===== src/rtl/data_memory_pkg.sv =====
// data_memory_pkg: shared FSM states, LM/SM mode encodings and default widths for data_memory_burst
package data_memory_pkg;
   typedef enum logic [1:0] {INIT, IDLE, BURST, DONE} state_t;
   localparam logic MODE_LM = 1'b0;
   localparam logic MODE_SM = 1'b1;
   localparam int DATA_W_DEF = 16;
   localparam int ADDR_W_DEF = 8;
   localparam int NREG_DEF = 8;
endpackage


===== src/rtl/lmsm_mask_scan.sv =====
// lmsm_mask_scan: lowest-set-bit encoder; mask in, idx/valid of lowest set bit and rest (mask with it cleared) out
module lmsm_mask_scan import data_memory_pkg::*; #(
   parameter int NREG = NREG_DEF
) (
   input  logic [NREG-1:0]         mask,
   output logic [$clog2(NREG)-1:0] idx,
   output logic                    valid,
   output logic [NREG-1:0]         rest
);
   localparam int IW = $clog2(NREG);
   always_comb begin
      idx = '0;
      for (int i = NREG - 1; i >= 0; i--) if (mask[i]) idx = IW'(i);
   end
   assign valid = |mask;
   assign rest = mask & (mask - 1'b1);
endmodule


===== src/rtl/data_memory_burst.sv =====
// data_memory_burst: word memory with post-reset clear and LM/SM burst engine; ports: clk/reset, single rd/wr port (+wr_drop), burst start/mode/base_addr/mask, regfile reg_idx/reg_rdata/reg_we/reg_wdata, busy/done
module data_memory_burst import data_memory_pkg::*; #(
   parameter int DATA_W = DATA_W_DEF,
   parameter int ADDR_W = ADDR_W_DEF,
   parameter int NREG = NREG_DEF
) (
   input  logic                    clk,
   input  logic                    reset,
   input  logic [ADDR_W-1:0]       rd_addr,
   output logic [DATA_W-1:0]       rd_data,
   input  logic                    wr_en,
   input  logic [ADDR_W-1:0]       wr_addr,
   input  logic [DATA_W-1:0]       wr_data,
   output logic                    wr_drop,
   input  logic                    start,
   input  logic                    mode,
   input  logic [ADDR_W-1:0]       base_addr,
   input  logic [NREG-1:0]         mask,
   output logic [$clog2(NREG)-1:0] reg_idx,
   input  logic [DATA_W-1:0]       reg_rdata,
   output logic                    reg_we,
   output logic [DATA_W-1:0]       reg_wdata,
   output logic                    busy,
   output logic                    done
);
   localparam int DEPTH = 2 ** ADDR_W;
   state_t state, state_d;
   logic [ADDR_W-1:0] cnt, base_q, k, addr, mem_wa;
   logic [NREG-1:0] mask_q, rest;
   logic mode_q, vld, mem_we;
   logic [$clog2(NREG)-1:0] idx;
   logic [DATA_W-1:0] mem [DEPTH];
   logic [DATA_W-1:0] mem_wd;
   lmsm_mask_scan #(.NREG(NREG)) u_scan (.mask(mask_q), .idx(idx), .valid(vld), .rest(rest));
   always_comb begin
      state_d = state;
      unique case (state)
         INIT:    if (&cnt) state_d = IDLE;
         IDLE:    if (start) state_d = |mask ? BURST : DONE;
         BURST:   if (~|rest) state_d = DONE;
         default: state_d = IDLE;
      endcase
   end
   always_ff @(posedge clk or negedge reset) begin
      if (!reset) begin
         state <= INIT;
         cnt <= '0;
         base_q <= '0;
         mask_q <= '0;
         mode_q <= MODE_LM;
         k <= '0;
      end else begin
         state <= state_d;
         if (state == INIT) cnt <= cnt + 1'b1;
         if (state == IDLE && start) begin
            mode_q <= mode;
            base_q <= base_addr;
            mask_q <= mask;
            k <= '0;
         end
         if (state == BURST) begin
            mask_q <= rest;
            k <= k + 1'b1;
         end
      end
   end
   assign addr = base_q + k;
   assign busy = state == INIT || state == BURST;
   assign done = state == DONE;
   assign reg_we = state == BURST && vld && mode_q == MODE_LM;
   assign reg_idx = state == BURST ? idx : '0;
   assign reg_wdata = reg_we ? mem[addr] : '0;
   assign wr_drop = reset && wr_en && busy;
   assign mem_we = reset && (state == INIT || (state == BURST && vld && mode_q == MODE_SM) || (wr_en && !busy));
   assign mem_wa = state == INIT ? cnt : state == BURST ? addr : wr_addr;
   assign mem_wd = state == INIT ? '0 : state == BURST ? reg_rdata : wr_data;
   always_ff @(posedge clk) if (mem_we) mem[mem_wa] <= mem_wd;
   assign rd_data = mem[rd_addr];
endmodule


===== config.mk =====
export PLATFORM = sky130hd
export DESIGN_NAME = data_memory_burst
export DESIGN_NICKNAME = d
export VERILOG_FILES = /design/src/rtl/data_memory_pkg.sv /design/src/rtl/lmsm_mask_scan.sv /design/src/rtl/data_memory_burst.sv
export SDC_FILE = /design/constraint.sdc
export NUM_CORES = 2
export LEC_CHECK = 0
export CAP_MARGIN = 0
export CORE_UTILIZATION = 45
export CTS_CLUSTER_DIAMETER = 50
export CTS_CLUSTER_SIZE = 28
export DETAILED_ROUTE_END_ITERATION = 6
export PLACE_DENSITY = 0.58
export SLEW_MARGIN = 20
export SYNTH_ARGS = -nofsm -noshare
export SYNTH_HDL_FRONTEND = slang
export SYNTH_SLANG_ARGS = --single-unit
export TNS_END_PERCENT = 10

===== constraint.sdc =====
create_clock -name clk -period 9.9 [get_ports clk]
set_input_delay 1.485 -clock clk [delete_from_list [all_inputs] [get_ports clk]]
set_output_delay 1.485 -clock clk [all_outputs]
set_load 0.01 [all_outputs]

# Word-level counts from Yosys, hierarchy flattened
# Memory sizes are Yosys's and may differ from the RTL's.
# Index checks and enable logic that the tools add are counted.
[classes] reduce_logical=19 eq_ne=6 add_sub_neg=4 bitwise_logic=2 mux=25
[ops] operator="2-to-1 mux 16 bit" n=3
[ops] operator="2-to-1 mux 8 bit" n=6
[ops] operator="2-to-1 mux 3 bit" n=9
[ops] operator="OR reduction 8 bit" n=3
[ops] operator="adder 8 x 1 -> 8 bit, second input constant" n=2
[ops] operator="adder 8 bit" n=1
[ops] operator="AND 8 bit" n=1
[ops] operator="logical AND 1 bit" n=8
[ops] operator="AND reduction 8 bit" n=1
[ops] operator="subtractor 8 x 1 -> 8 bit, second input constant" n=1
[ops] operator="2-to-1 mux 2 bit" n=3
[ops] operator="inequality test 2 bit, second input constant" n=3
[ops] operator="case mux 2 bit (3 select lines)" n=1
[ops] operator="equality test 2 bit, second input constant" n=2
[ops] operator="logical OR 1 bit" n=3
[ops] operator="2-to-1 mux 1 bit" n=3
[ops] operator="AND reduction 3 bit" n=1
[ops] operator="equality test 2 x 1 -> 1 bit, second input constant" n=1
[ops] operator="zero test 2 bit" n=1
[ops] operator="nonzero test 2 bit" n=1
[ops] operator="zero test 1 bit" n=1
[ops] operator="inverter 1 bit" n=1
[totals] elab_cells=63 regBits=35 mem_count=1 in_bits=69 ramBits=4096
[mem_list] memory="mem" words=256 width=16 read_ports=2 rd_clocked_by_memory_dff=0 wr=1 line="data_memory_burst.sv:32" rtl="logic [DATA_W-1:0] mem [DEPTH];"

# Longest topological paths before layout
[logic_depth] ltp_word=9 ltp_mapped=15

# By module
# From an unflattened synthesis, not the netlist that was laid out.
[hier_totals] cells_unflattened=9214 area_unflattened_um2=192797.4
[by_module_without_submodules] module="data_memory_burst" seq_area_each_um2=123873.8 area_each_um2=192648.5 n_inst=1 cells_per_inst=9191
[by_module_without_submodules] module="lmsm_mask_scan" seq_area_each_um2=0.0 area_each_um2=148.9 n_inst=1 cells_per_inst=23

# Worst setup path after synthesis
# No wires, ideal clock.
[synth_path] path_type="reg-to-reg" startpoint="register state[0]" endpoint="memory mem[0][0] (netlist name) (data pin)" arrival_ns=7.585 t_required_ns=8.509 path_slack_ns=0.924 path_stages_with_launch=8 path_cell_list="dfrtp_1 -> inv_1 -> ha_1 -> buf_2 -> buf_1 -> clkbuf_1 -> mux2i_1 -> nor2_1"
[synth_via] elab_chain_len=3 elab_cells_between_ends=4 classes_between="eq/ne: 1; mux: 2; reduce/logical: 1"
[synth_rtl] element="start: declaration" line="data_memory_burst.sv:27" rtl="state_t state, state_d;"
[synth_rtl] element="start signal: assignment" line="data_memory_burst.sv:53" rtl="state <= state_d;"
[synth_rtl] element="equality test 2 bit" line="data_memory_burst.sv:76" rtl="assign mem_wd = state == INIT ? '0 : state == BURST ? reg_rdata : wr_data;"
[synth_rtl] element="2-to-1 mux 16 bit" line="data_memory_burst.sv:76"
[synth_rtl] element="2-to-1 mux 16 bit *" line="data_memory_burst.sv:76"
[synth_rtl] element="net mem_wd[0]" line="data_memory_burst.sv:33" rtl="logic [DATA_W-1:0] mem_wd;"
[synth_rtl] element="end: declaration" line="data_memory_burst.sv:32"
# The timed path passes the listed nets; every way through them passes the cells marked *.

# Worst setup path in the final report
[layout_path] startpoint="register k[0]" endpoint="output reg_wdata[6]"
[layout_via] elab_chain_len=3
[layout_rtl] element="start: declaration" line="data_memory_burst.sv:28" rtl="logic [ADDR_W-1:0] cnt, base_q, k, addr, mem_wa;"
[layout_rtl] element="start signal: assignment" line="data_memory_burst.sv:63" rtl="k <= k + 1'b1;"
[layout_rtl] element="adder 8 bit" line="data_memory_burst.sv:67" rtl="assign addr = base_q + k;"
[layout_rtl] element="memory read (256 x 16 bit)"
[layout_rtl] element="2-to-1 mux 16 bit" line="data_memory_burst.sv:72" rtl="assign reg_wdata = reg_we ? mem[addr] : '0;"
[layout_rtl] element="end: declaration" line="data_memory_burst.sv:22" rtl="output logic [DATA_W-1:0] reg_wdata,"
# No other way between the ends.

==> flow_summary.ini <==
[run]
cap_violations = 0

[synthesis]
dominantRegCellSynth = edfxtp_1
ys_warn_count = 0
synthesis.area_mm2 = 0.192
syn_nets = 9071
syn_area_per_cell_um2 = 21.3
ys_seq_area_share_pct = 64.7
async_flop_share_pct = 0.847
synth_seq_cells = 4131
synthDistinctLibCells = 74
synthCells = 8988
synth_edf_count = 4096

[finish]
fill_cells = 32995
final_cell_mix = 4096 x edfxtp_1, 2459 x mux4_2, 499 x nand2_1
multi_input_area_mm2 = 0.0661
nNetsFinal = 9383
final_common_cell = edfxtp_1
area_delta_synth_final_pct = 14.5
register_area_mm2 = 0.124
drive_gt1_share_pct = 42.8

[power]
swShare_pct = 40.2
p_per_area_mw_per_mm2 = 346
power_switching_mw = 30.5
p_int_mw = 45.4
sequentialPowerShare_pct = 28.9
power_leakage_nw = 67.6
clockPowerShare_pct = 24.7
comb_power_share_pct = 46.4
ir_drop_mv = 0.427

[cts]
cts_setup_buffers = 0
clkLatencyLatePin_ps = 1070
clock-root-buffer = clkbuf_16
cts-resized-gates = 0
cts_buffers = 472
clk_pin_slew_worst_paths_ps = 60
htree_levels = 5
cts_tree = built
clockBufferDepth = 4
cts_sinks = 4131
cts_hold_buf = 0

[floorplanning]
die_h_um = 654
rows = 239
coreArea_mm2 = 0.424
ios = 108
die_x_um = 654
dieArea_mm2 = 0.428
start_util_pct = 45.2

[timing]
grt_setup_unrepaired = no
timing.setup.tns_ps = 0
fmax_mhz = 109
fin_crit_sh_pct = 92.5
maxSlewHeadroom_pct = 13.6
post-route-min-period_ps = 9160
worst_pin_slew_ps = 1300
maxSlewViolCount = 0
setup_viol_count_final = 0
clock_skew_ps = 81.7
final.setup.worst_slack_ps = 739
hold_viol = 0

[global_route]
grt_max_degree = 195
grt_pass1_wl_um = 897000
first_global_vias = 107744
gr-total-overflow = 0
grt_usage_pct = 30.5
antenna_found_initial = 34

[worst_setup_path]
cp_data_required_time_ps = 8420
crit_type = register to primary output
crit_path_max_fanout = 37
slowest_delay_ps = 1230
crit_buf_inv = 4
arrival_ps = 7680
cp_top_family = buffers and inverters
startpoint_type = register
path_cells = ha_4, fa_4, buf_12, buf_12, buf_4, mux4_2, mux4_2, mux2i_1, o22ai_1, nor3_1, nand3_1, clkdlybuf4s50_1
slowest_stage = fa_4
cp-end-kind = primary output

[drt]
vias_per_cell = 6.91
drt_wl_total_um = 652000
vias = 106390
antenna_left = 0
dr.pass1.iters = 7
drtIter0Drc = 14649
route.detailed.drc = 42
wire_per_inst_um = 42.3

[place]
hpwl_um = 393000
gp_congestion = 0.896
io_buffers = 107
pre_cts_slack_ps = 1860

[outcome]
status = finished with violations
violations = DRC

[hold_path]
hold_class = register to register
==> stage by stage <==
step | cell area, µm² | std cells | hold slack [ps] | total power [mW] | utilization [%]
after floorplan | 192000 | 8988 | 467 | 43.0 | -
after global placement | 202000 | 14479 | 499 | 56.8 | 47.7
after detailed placement | 202000 | 14487 | 510 | 57.2 | 47.7
after CTS | 219000 | 15380 | 520 | 75.8 | 51.7
after global routing | 219000 | 15390 | 540 | 77.6 | 51.7
final | 219000 | 15403 | 523 | 75.8 | 51.7
==> kinds of logic after synthesis <==
kind of cell / Yosys count / synth area share (%)
DFF: 4131 / 64.7
muxes: 2623 / 29.9
and+or+nand+nor: 1243 / 2.78
buffers and inverters: 726 / 1.63
AOI/OAI and AO/OA: 240 / 0.877
adders and majority gates: 14 / 0.0954
xor gates and xnor gates: 11 / 0.0503
==> state kept, by name, summed over array words and instances, names as in the netlist <==
register	flops
state	2
cnt	8
base_q	8
mask_q	8
k	8
mem	4096
mode_q	1
==> Yosys cell counts, types with 3 or more instances <==
master | number | share of area (%)
a22oi_1 | 15 | 0.059
a32oi_1 | 32 | 0.15
a211oi_1 | 3 | 0.012
xor2_1 | 5 | 0.023
mux4_1 | 7 | 0.096
buf_1 | 83 | 0.16
a31oi_1 | 3 | 0.0098
o21a_1 | 5 | 0.020
nand4_1 | 55 | 0.18
o21ai_1 | 5 | 0.013
nand2_1 | 509 | 1.0
edfxtp_1 | 4096 | 64
nor3_1 | 34 | 0.089
clkbuf_1 | 377 | 0.74
and3_1 | 4 | 0.013
nor2_1 | 371 | 0.73
o21ai_0 | 45 | 0.12
mux4_2 | 2459 | 29
o22ai_1 | 51 | 0.17
o2111ai_1 | 3 | 0.014
dfrtp_1 | 35 | 0.46
inv_1 | 6 | 0.012
o211ai_1 | 6 | 0.024
o221a_1 | 16 | 0.094
nand3_1 | 227 | 0.59
buf_2 | 239 | 0.62
ha_1 | 13 | 0.085
or3_1 | 10 | 0.033
xnor2_1 | 6 | 0.027
nor2b_1 | 4 | 0.013
nand2b_1 | 3 | 0.0098
a21oi_1 | 37 | 0.097
mux2i_1 | 81 | 0.42
buf_6 | 4 | 0.024
mux2_2 | 76 | 0.45
buf_4 | 15 | 0.059
nand3b_1 | 3 | 0.012
==> worst paths after layout <==
check                      slack, ps  cells past startpoint      endpoint  startpoint
setup / recovery                 740                     12  reg_wdata[6]        k[0]
hold / removal                   520                      1        cnt[7]      cnt[7]
setup reg to reg                3930                     11  mem[104][13]    state[0]
hold reg to reg                  520                      1        cnt[7]      cnt[7]
max in group asynchronous       8650                      1          k[0]       reset
min in group asynchronous        600                      1        cnt[2]       reset
==> layer usage <==
| metal | global-route usage [%] | share of wire [%] |
|---|---|---|
| met3 | 6.91 | 10 |
| met1 | 41.8 | 38 |
| met5 | 0 | 0.014 |
| met4 | 14.4 | 5.8 |
| met2 | 46.7 | 46 |
==> worst reg2reg max path, stage by stage (launching register included) <==
cell and delay, ps:
dfrtp_1 410, inv_1 140, ha_2 210, buf_4 520, clkinv_1 920, nor3_1 500, a21oi_1 100, o21ai_0 680
nand3_2 590, buf_4 540, nor2_2 690, buf_4 360
==> area by class of cell <==
type | instances | area share, %
clock buffers | 513 | 5.56
multi-input cells | 4131 | 30.1
diodes | 21 | 0.0240
clock inverters | 380 | 2.09
repair buffers | 557 | 2.43
flip-flops and latches | 4131 | 56.5
inverters | 7 | 0.0120
well taps | 5663 | 3.23
==> power by group through the flow <==
stage | Combinational (mW) | Sequential (mW) | Clock, mW
detailed placement | 34.9 | 22.3 | 0
CTS | 35.0 | 21.9 | 18.9
global route | 36.2 | 21.9 | 19.5
floorplan | 20.1 | 22.9 | 0
finish | 35.2 | 21.9 | 18.7
global placement | 34.5 | 22.3 | 0
No activity file was read; power rests on OpenSTA's default activity.
